File: config.mk
export PLATFORM = sky130hd
export DESIGN_NAME = asic_readout_sequencer
export DESIGN_NICKNAME = d
export VERILOG_FILES = /design/src/rtl/asic_readout_sequencer.sv
export SDC_FILE = /design/constraint.sdc
export NUM_CORES = 1
export LEC_CHECK = 0
export ABC_CLOCK_PERIOD_IN_PS = 2100
export CORE_MARGIN = 5
export CORE_UTILIZATION = 30
export CTS_CLUSTER_SIZE = 8
export DETAILED_ROUTE_END_ITERATION = 16
export GPL_TIMING_DRIVEN = 1
export PLACE_DENSITY = 0.48
export SETUP_SLACK_MARGIN = 0.1
export SLEW_MARGIN = 20
export SYNTH_ARGS = -nofsm -noshare
export SYNTH_HDL_FRONTEND = slang
export SYNTH_SLANG_ARGS = --single-unit
File: constraint.sdc
create_clock -name ReadClk -period 2.1 [get_ports ReadClk]
set_input_delay 0.315 -clock ReadClk [delete_from_list [all_inputs] [get_ports ReadClk]]
set_output_delay 0.315 -clock ReadClk [all_outputs]
set_load 0.1 [all_outputs]
File: src/rtl/asic_readout_sequencer.sv
// Readout sequencer for a daisy-chained ASIC string: frames each chip-chain readout
// with header/trailer/status words and shares the FIFO write port with the deserialiser.
module asic_readout_sequencer #(
  parameter int                       ASIC_NUM       = 4,
  parameter int                       START_CYCLES   = 4,
  parameter int                       TIMEOUT_WIDTH  = 20,
  parameter logic [TIMEOUT_WIDTH-1:0] TIMEOUT_CYCLES = 20'd800000,
  parameter logic [15:0]              HEADER_WORD    = 16'hA5A5,
  parameter logic [15:0]              TRAILER_WORD   = 16'h5A5A
) (
  input  logic        ReadClk,
  input  logic        reset_n,
  input  logic        ReadoutRequest,
  input  logic        TransmitOn,
  input  logic        EndReadout,
  input  logic [15:0] DeserData,
  input  logic        DeserWriteEn,
  input  logic        FifoFull,
  output logic        StartReadout,
  output logic [15:0] FifoData,
  output logic        FifoWriteEn,
  output logic        ReadoutBusy,
  output logic        ReadoutDone,
  output logic [3:0]  ChipCount,
  output logic        TimeoutError
);

  localparam int START_W = (START_CYCLES > 1) ? $clog2(START_CYCLES) : 1;

  typedef enum logic [3:0] {
    IDLE, HEADER, START, WAIT_CHIP, RECEIVE, CHECK, TRAILER, STATUS, DONE
  } stateT;

  stateT state, nextState;

  logic                     transmitOnP1, transmitOnP2, transmitOnP3;
  logic                     endReadoutP1, endReadoutP2, endReadoutP3;
  logic                     requestP1, requestP2, requestP3;
  logic [START_W-1:0]       startCnt;
  logic [TIMEOUT_WIDTH-1:0] timeoutCnt;
  logic                     reqEdge, syncChange, timeoutHit, timeoutAbort;
  logic                     markerOk, markerWrite;
  logic [15:0]              markerWord;

  // Input synchronisers; the third stage feeds edge and change detection
  always_ff @(posedge ReadClk or negedge reset_n) begin
    if (!reset_n) begin
      transmitOnP1 <= 1'b1;
      transmitOnP2 <= 1'b1;
      transmitOnP3 <= 1'b1;
      endReadoutP1 <= 1'b0;
      endReadoutP2 <= 1'b0;
      endReadoutP3 <= 1'b0;
      requestP1    <= 1'b0;
      requestP2    <= 1'b0;
      requestP3    <= 1'b0;
    end else begin
      transmitOnP1 <= TransmitOn;
      transmitOnP2 <= transmitOnP1;
      transmitOnP3 <= transmitOnP2;
      endReadoutP1 <= EndReadout;
      endReadoutP2 <= endReadoutP1;
      endReadoutP3 <= endReadoutP2;
      requestP1    <= ReadoutRequest;
      requestP2    <= requestP1;
      requestP3    <= requestP2;
    end
  end

  assign reqEdge    = requestP2 & ~requestP3;
  assign syncChange = (transmitOnP2 != transmitOnP3) | (endReadoutP2 != endReadoutP3);
  assign timeoutHit = (timeoutCnt == TIMEOUT_CYCLES - TIMEOUT_WIDTH'(1)) & ~syncChange;
  assign markerOk   = ~FifoFull & ~DeserWriteEn;

  always_ff @(posedge ReadClk or negedge reset_n) begin
    if (!reset_n) state <= IDLE;
    else          state <= nextState;
  end

  always_comb begin
    nextState    = state;
    timeoutAbort = 1'b0;
    case (state)
      IDLE:      if (reqEdge) nextState = HEADER;
      HEADER:    if (markerOk) nextState = START;
      START:     if (startCnt == START_W'(START_CYCLES - 1)) nextState = WAIT_CHIP;
      WAIT_CHIP: begin
        // EndReadout takes priority over a coincident TransmitOn fall
        if (endReadoutP2)       nextState = TRAILER;
        else if (!transmitOnP2) nextState = RECEIVE;
        else if (timeoutHit) begin
          nextState    = TRAILER;
          timeoutAbort = 1'b1;
        end
      end
      RECEIVE: begin
        if (transmitOnP2) nextState = CHECK;
        else if (timeoutHit) begin
          nextState    = TRAILER;
          timeoutAbort = 1'b1;
        end
      end
      CHECK:     nextState = (ChipCount == 4'(ASIC_NUM)) ? TRAILER : WAIT_CHIP;
      TRAILER:   if (markerOk) nextState = STATUS;
      STATUS:    if (markerOk) nextState = DONE;
      DONE:      nextState = IDLE;
      default:   nextState = IDLE;
    endcase
  end

  always_ff @(posedge ReadClk or negedge reset_n) begin
    if (!reset_n) begin
      startCnt     <= '0;
      timeoutCnt   <= '0;
      ChipCount    <= '0;
      TimeoutError <= 1'b0;
      ReadoutBusy  <= 1'b0;
    end else begin
      startCnt <= (state == START) ? startCnt + 1'b1 : '0;
      if (((state == WAIT_CHIP) || (state == RECEIVE)) && !syncChange)
        timeoutCnt <= timeoutCnt + 1'b1;
      else
        timeoutCnt <= '0;
      if (state == IDLE && reqEdge) begin
        ChipCount    <= '0;
        TimeoutError <= 1'b0;
        ReadoutBusy  <= 1'b1;
      end
      if (state == RECEIVE && transmitOnP2 && ChipCount != 4'hF)
        ChipCount <= ChipCount + 1'b1;
      if (timeoutAbort) TimeoutError <= 1'b1;
      if (state == DONE) ReadoutBusy <= 1'b0;
    end
  end

  // Deserialiser writes always pass straight through; markers only fill idle FIFO slots
  always_comb begin
    StartReadout = (state == START);
    ReadoutDone  = (state == DONE);
    markerWrite  = 1'b0;
    markerWord   = 16'h0000;
    case (state)
      HEADER:  begin markerWrite = markerOk; markerWord = HEADER_WORD;  end
      TRAILER: begin markerWrite = markerOk; markerWord = TRAILER_WORD; end
      STATUS:  begin
        markerWrite = markerOk;
        markerWord  = {TimeoutError, 3'b000, ChipCount, 8'h00};
      end
      default: ;
    endcase
    FifoWriteEn = DeserWriteEn | markerWrite;
    if (DeserWriteEn)     FifoData = DeserData;
    else if (markerWrite) FifoData = markerWord;
    else                  FifoData = 16'h0000;
  end

endmodule

==> flow_summary.yaml <==
sta:
  finalSetupViolations: 0
  fmaxAchievable_mhz: 509
  timing.final.ws_setup_ns: 0.135
  drv_slew: 0
  period_needed_ns: 1.96
  rsz0062_at_grt: "false"
  tightest_slew_ns: 0.501
  hold_viol: 0
  finalCritPeriodShare_pct: 93.6
  skew_ns: 0.00744
  relSlewSlack_pct: 66.6
synthesis:
  avgSynthCellArea_um2: 9.18
  yosysTopAreaCell: "dfrtp_1"
  ys_warn_count: 0
  netlist_instances: 241
  synth_top_area_share_pct: 43.0
  netlist-cell-type-count: 43
  yosysSeqAreaShare_pct: 46.5
  synth_nets: 268
  syn_area_um2: 2210
  synth_area_leaders: "dfrtp_1 43%, nor2_1 7.0%, xnor2_1 4.8%"
  synth-seq-cells: 41
cts:
  cts_tree: "yes"
  path_clk_slew_ns: 0.08
  htreeDepth: 2
  numCtsBuffers: 5
  clockBufferDepth: 2
  cts_sinks: 41
  clock_latency_ns: 0.30
  cts_root_buf: "clkbuf_8"
cells_and_area:
  nNetsFinal: 328
  layout_commonest_cell: "nor2_1"
  finalCoreUtilization_pct: 45.0
  fin_area_um2: 3240
  drive_above_1_share_pct: 26.8
  multi_input_area_um2: 1160
  layout_common_cells: "38 x nor2_1, 35 x dfrtp_1, 25 x nand2_1"
  n_antenna_cell: 0
  seq_area_um2: 1030
  area_delta_synth_final_pct: 46.7
  fillCellCount: 726
critical_path:
  end_kind: "output pin"
  crit_arrival_ns: 1.65
  path_cells: "nor2_1, and3_4, nor2_1, nand2_1, buf_12"
  critPathSlowestCell: "dfrtp_2"
  timing_worst_setup_path_type: "flop to output pin"
  required_ns: 1.78
  startpoint_type: "flop"
  path_max_fanout: 10
  r2r-start: "state[2]"
  cp_common_cell: "nor2_1"
  reg2reg_to: "timeoutCnt[9]"
  rrSetupSlack_ns: 0.27
  slowest_delay_ns: 0.49
  r2r_cells: 6
placement:
  port-buffer-count: 47
  dp_hpwl_um: 3930
  gp_congestion: 0.804
  preCtsSetupSlack_ns: 0.0518
  place_area_um2: 3050
route:
  viasPerCell: 4.66
  vias: 1867
  dr.pass1.iters: 4
  drt_wl_total_um: 5410
  drtIter0Drc: 68
  drcViolationCount: 0
  wl_per_cell_um: 13.5
  detail-route-antenna-nets: 0
global_route:
  grt_pass1_wl_um: 8710
  antenna_found_initial: 0
  first_global_vias: 1833
  grt_overflow: 0
  grt_max_degree: 23
  grt_usage_pct: 12.1
die:
  fp.coreArea_um2: 7210
  die_x_um: 95.9
  die_area_um2: 9190
  start_util_pct: 30.7
  num_rows: 31
  die_h_um: 95.9
  ioPinCount: 48
outcome:
  status: "finished, final reports clean"
min_path:
  hold_path.class: "flop to flop"
  hold_depth: 0
  hp-start: "endReadoutP1"
  min_to: "endReadoutP2"
flow_run:
  cap_violations: 0
power:
  ir_worst_vdd_uv: 475
  p_leak_nw: 1.40
  p_per_area_nw_per_um2: 1020
-- cell type report --
class | count | area share [%]
clock inverters | 2 | 1.20
repair buffers | 62 | 23.8
clock buffers | 6 | 2.24
well taps | 99 | 3.82
flip-flops and latches | 41 | 31.9
multi-input cells | 181 | 35.8
inverters | 10 | 1.23
-- kinds of logic (layout without fill, tap and decap cells) --
| logic type | count (synthesis) | after routing | share of synthesized area, % |
|---|---|---|---|
| flip-flops | 41 | 41 | 46.5 |
| multiplexers | 1 | 1 | 0.453 |
| buffers and inverters | 19 | 80 | 4.13 |
| XOR/XNOR | 21 | 21 | 8.31 |
| adder cells (fa/ha/maj) | 4 | 4 | 2.26 |
| AO/OA/AOI/OAI | 37 | 37 | 11.4 |
| AND/OR/NAND/NOR | 118 | 118 | 26.9 |
-- what timing repair did --
item | in CTS | in global routing
setup buffers | 2 | 3
endpoints found under the hold margin | 18 | 0
cloned | 0 | 0
hold buffers | 1 | 0
resized for setup | 4 | 10
pin swaps | 0 | 1
endpoints found under the setup margin | 18 | 18
-- synth_stat cells (all sizes together) --
cell,n
nor2,41
dfrtp,38
nand2,27
nand3,14
xnor2,12
inv,10
xor2,9
o21ai,8
a21o,7
a21oi,6
buf,6
and3,5
nand4,5
nor2b,5
ha,4
nor3,4
a221o,3
a22o,3
clkbuf,3
dfstp,3
nand2b,3
a31oi,2
and4,2
nor4,2
nor4b,2
o211ai,2
o22ai,2
or2,2
a211o,1
a41oi,1
and2,1
and3b,1
mux2i,1
nand3b,1
nand4b,1
o21a,1
o21bai,1
or3,1
or4b,1
-- flip-flops by register name (all words and copies together) (netlist names) --
name,cells
ChipCount,4
ReadoutBusy,1
TimeoutError,1
endReadoutP1,1
endReadoutP2,1
endReadoutP3,1
requestP1,1
requestP2,1
requestP3,1
startCnt,2
state,4
timeoutCnt,20
transmitOnP1,1
transmitOnP2,1
transmitOnP3,1
-- how the worst max path moves through the flow --
stage | start | to | slack (ns)
after global placement | DeserWriteEn | FifoData[10] | 0.09
after floorplan | ChipCount[1] | FifoData[9] | -0.15
final | state[1] | FifoWriteEn | 0.14
after detailed placement | DeserWriteEn | FifoData[15] | 0.05
after global routing | state[1] | FifoWriteEn | 0.07
after CTS | state[3] | FifoData[2] | 0.10
-- metrics by stage --
step	instances	hold slack (ns)	setup TNS [ns]	power [mW]
floorplan	241	0.0194	-0.147	2.12
global placement	387	0.318	0	2.62
detailed placement	387	0.317	0	2.62
CTS	398	0.356	0	3.29
global route	401	0.374	0	3.51
finish	401	0.353	0	3.31
-- worst max-delay path, delay by kind of cell (launching register included) --
family / cells / cell delay, ns
simple gates: 4 / 0.68
flops: 1 / 0.49
buf+inv: 1 / 0.18
-- per-layer routing --
metal	share of wire [%]	wire, um	track usage (%)	vias to the layer above
met5	0	0	0	-
met4	1.7	91	4.98	0
met3	5.3	289	2.74	7
met2	46	2480	18.9	37
met1	47	2550	16.2	881
li1	-	-	-	942
-- where the power goes --
| part | switching (mW) | internal [mW] |
|---|---|---|
| sequential | 0.111 | 0.878 |
| combinational | 1.08 | 0.606 |
| clock | 0.284 | 0.357 |
Note: power is estimated with default switching activity, not from simulation.
==> patch (config.mk and constraints unchanged) <==
Make the reset (`reset_n`) synchronous in 3 clocked blocks.
--- a/src/rtl/asic_readout_sequencer.sv
+++ b/src/rtl/asic_readout_sequencer.sv
@@ -43,7 +43,7 @@
   logic [15:0]              markerWord;
 
   // Input synchronisers; the third stage feeds edge and change detection
-  always_ff @(posedge ReadClk or negedge reset_n) begin
+  always_ff @(posedge ReadClk) begin
     if (!reset_n) begin
       transmitOnP1 <= 1'b1;
       transmitOnP2 <= 1'b1;
@@ -72,7 +72,7 @@
   assign timeoutHit = (timeoutCnt == TIMEOUT_CYCLES - TIMEOUT_WIDTH'(1)) & ~syncChange;
   assign markerOk   = ~FifoFull & ~DeserWriteEn;
 
-  always_ff @(posedge ReadClk or negedge reset_n) begin
+  always_ff @(posedge ReadClk) begin
     if (!reset_n) state <= IDLE;
     else          state <= nextState;
   end
@@ -108,7 +108,7 @@
     endcase
   end
 
-  always_ff @(posedge ReadClk or negedge reset_n) begin
+  always_ff @(posedge ReadClk) begin
     if (!reset_n) begin
       startCnt     <= '0;
       timeoutCnt   <= '0;
Formal check against the unedited RTL: differs if reset_n is asserted again (counterexample within 4 cycles, from zero or initial values and one cycle with reset_n low); with reset_n held inactive, the same outputs for 10 cycles.
==> patch against the unedited design <==
- sequential cell count did not move
- routed wire length up 5.4%
- cell count grew 4.5%
- cell area about the same
- count of clock-buffer cells in the layout unchanged
- synthesized area is 2.7% lower
- worst hold slack gained 0.058 ns
- setup slack improved by 0.020 ns
- critical path type unchanged
- largest cell class unchanged
Power is not compared: it rests on default switching activity, and its combinational part moved more than twofold at a synthesized area within 25%.
==> patch: results (changes against the unedited design) <==
r2r_start: "state[1]"
dp_slack_ns: 0.0628  # +0.0110 ns
nFillCells: 697  # -4.0%
cp_slowest_cell: "dfxtp_1"
place_hpwl_um: 4340  # +11%
ys_async_sr_fraction: 0  # -1.00
worstHoldEndpoint: "transmitOnP2"
track_usage: 0.133  # +0.0115
syn_nets: 285  # +6.3%
netlist_top_cells_area: "dfxtp_1 38%, nor2_1 5.9%, xnor2_1 5.7%"
rrSetupSlack_ns: 0.29  # +0.02 ns
peakVddDrop_mv: 0.401
cpPeakStageDelay_ns: 0.39  # -0.10 ns
tightest_slew_ns: 0.374  # -0.127 ns
hp-start: "transmitOnP1"
synth_commonest_cells: "41 x dfxtp_1, 34 x nor2_1, 23 x nand2_1, 15 x nand3_1, 14 x xnor2_1"
instances_no_fill: 419  # +4.5%
yosysWarnings: 0  # unchanged
hold_depth: 1  # +1
setup_slack_ns: 0.155  # +0.0199 ns
wl_per_cell_um: 13.6  # +0.87%
synth_compound_area_frac: 0.127  # +0.0124
grt_pass1_wl_um: 9450  # +8.4%
grt_max_degree: 21  # -8.7%
ys_types: 49  # +14%
placed_cells: 406  # +4.9%
synthXorXnorAreaFrac: 0.0773  # -0.00586
cts.root.buffer_cell: "clkbuf_8"
fin_skew_ns: 0.00431  # -0.00312 ns
synthAdderAreaFrac: 0.0232  # +0.000618
port_buffers: 47  # unchanged
routabilityCongestion: 0.759  # -5.6%
crit_arrival_ns: 1.63  # -0.02 ns
fin_worst_hold_slack_ns: 0.411  # +0.0580 ns
cts_buffers: 5  # unchanged
synth_mux_area_frac: 0.00523  # +0.000705
synthCells: 258  # +7.1%
vias_per_cell: 4.61  # -1.0%
seq_area_frac_synth: 0.381  # -0.0843
grt_pass1_vias: 1842  # +0.49%
r2r-end: "ChipCount[3]"
clk_latency_ns: 0.29
layout-drive-gt1-share: 0.276  # +0.00733
nets: 349  # +6.4%
crit_path_max_fanout: 6  # -4
outcome: "complete, no violations"
==> patch: cell types whose count changed after synthesis, sizes merged, moves of 5 or more <==
cell and delta:
dfxtp +41, dfrtp -38, and2 +7, nor3 +7, nand2b +5, nor2 -5
==> patch: per-stage QoR <==
step / TNS, ns / area (sq um)
2_1_floorplan: -0.727 / 2210
3_3_place_gp: 0 / 3040
3_5_place_dp: 0 / 3040
4_1_cts: 0 / 3200
5_1_grt: 0 / 3250
6_report: 0 / 3250
==> patch: kinds of logic (layout without fill, tap and decap cells) <==
group                    Yosys count  after routing
AO/OA/AOI/OAI                     37             37
XOR/XNOR                          19             19
adder cells (fa/ha/maj)            4              4
buffers and inverters             19             84
flip-flops                        41             41
multiplexers                       1              1
AND/OR/NAND/NOR                  137            137
==> patch: cell type report <==
| class | instances | area, sq um | share of cell area |
|---|---|---|---|
| inverters | 9 | 33.8 | 0.0104 |
| flip-flops and latches | 41 | 833 | 0.257 |
| repair buffers | 67 | 805 | 0.248 |
| well taps | 96 | 120 | 0.0370 |
| clock buffers | 6 | 72.6 | 0.0224 |
| clock inverters | 2 | 38.8 | 0.0119 |
| multi-input cells | 198 | 1340 | 0.414 |
==> patch: worst max-delay path: cells and delay by family, from the launching register on <==
family	cells	cell delay, ns
simple gates	3	0.42
flops	1	0.39
buf+inv	2	0.31
compound gates	1	0.20
==> patch: how the worst max path moves through the flow <==
stage | end | cells after the start | from
finish | FifoData[6] | 6 | state[3]
global route | ChipCount[3] | 6 | state[1]
CTS | FifoData[10] | 5 | DeserWriteEn
detailed placement | FifoData[10] | 5 | FifoFull
global placement | FifoData[8] | 5 | FifoFull
floorplan | state[0] | 4 | state[2]
==> patch: where the power goes <==
group,switching (mW),total [mW],internal (mW)
registers,0.0320,0.833,0.801
logic,0.475,0.805,0.330
clock network,0.290,0.647,0.357
total,0.797,2.29,1.49
==> patch: what timing repair did <==
item                                    in CTS  in global routing
setup buffers                                2                  3
resized for setup                           10                  6
pin swaps                                    1                  0
endpoints found under the setup margin      17                 15
hold buffers                                 0                  0
==> patch: per-layer routing <==
layer  GRT usage  up-vias  wire [um]  part of all wire
met5           0        -          0                 0
met2       0.193       26       2620              0.46
met4      0.0397        0         60             0.011
met3      0.0239        8        143             0.025
li1            -     1025          -                 -
met1       0.198      872       2880              0.50
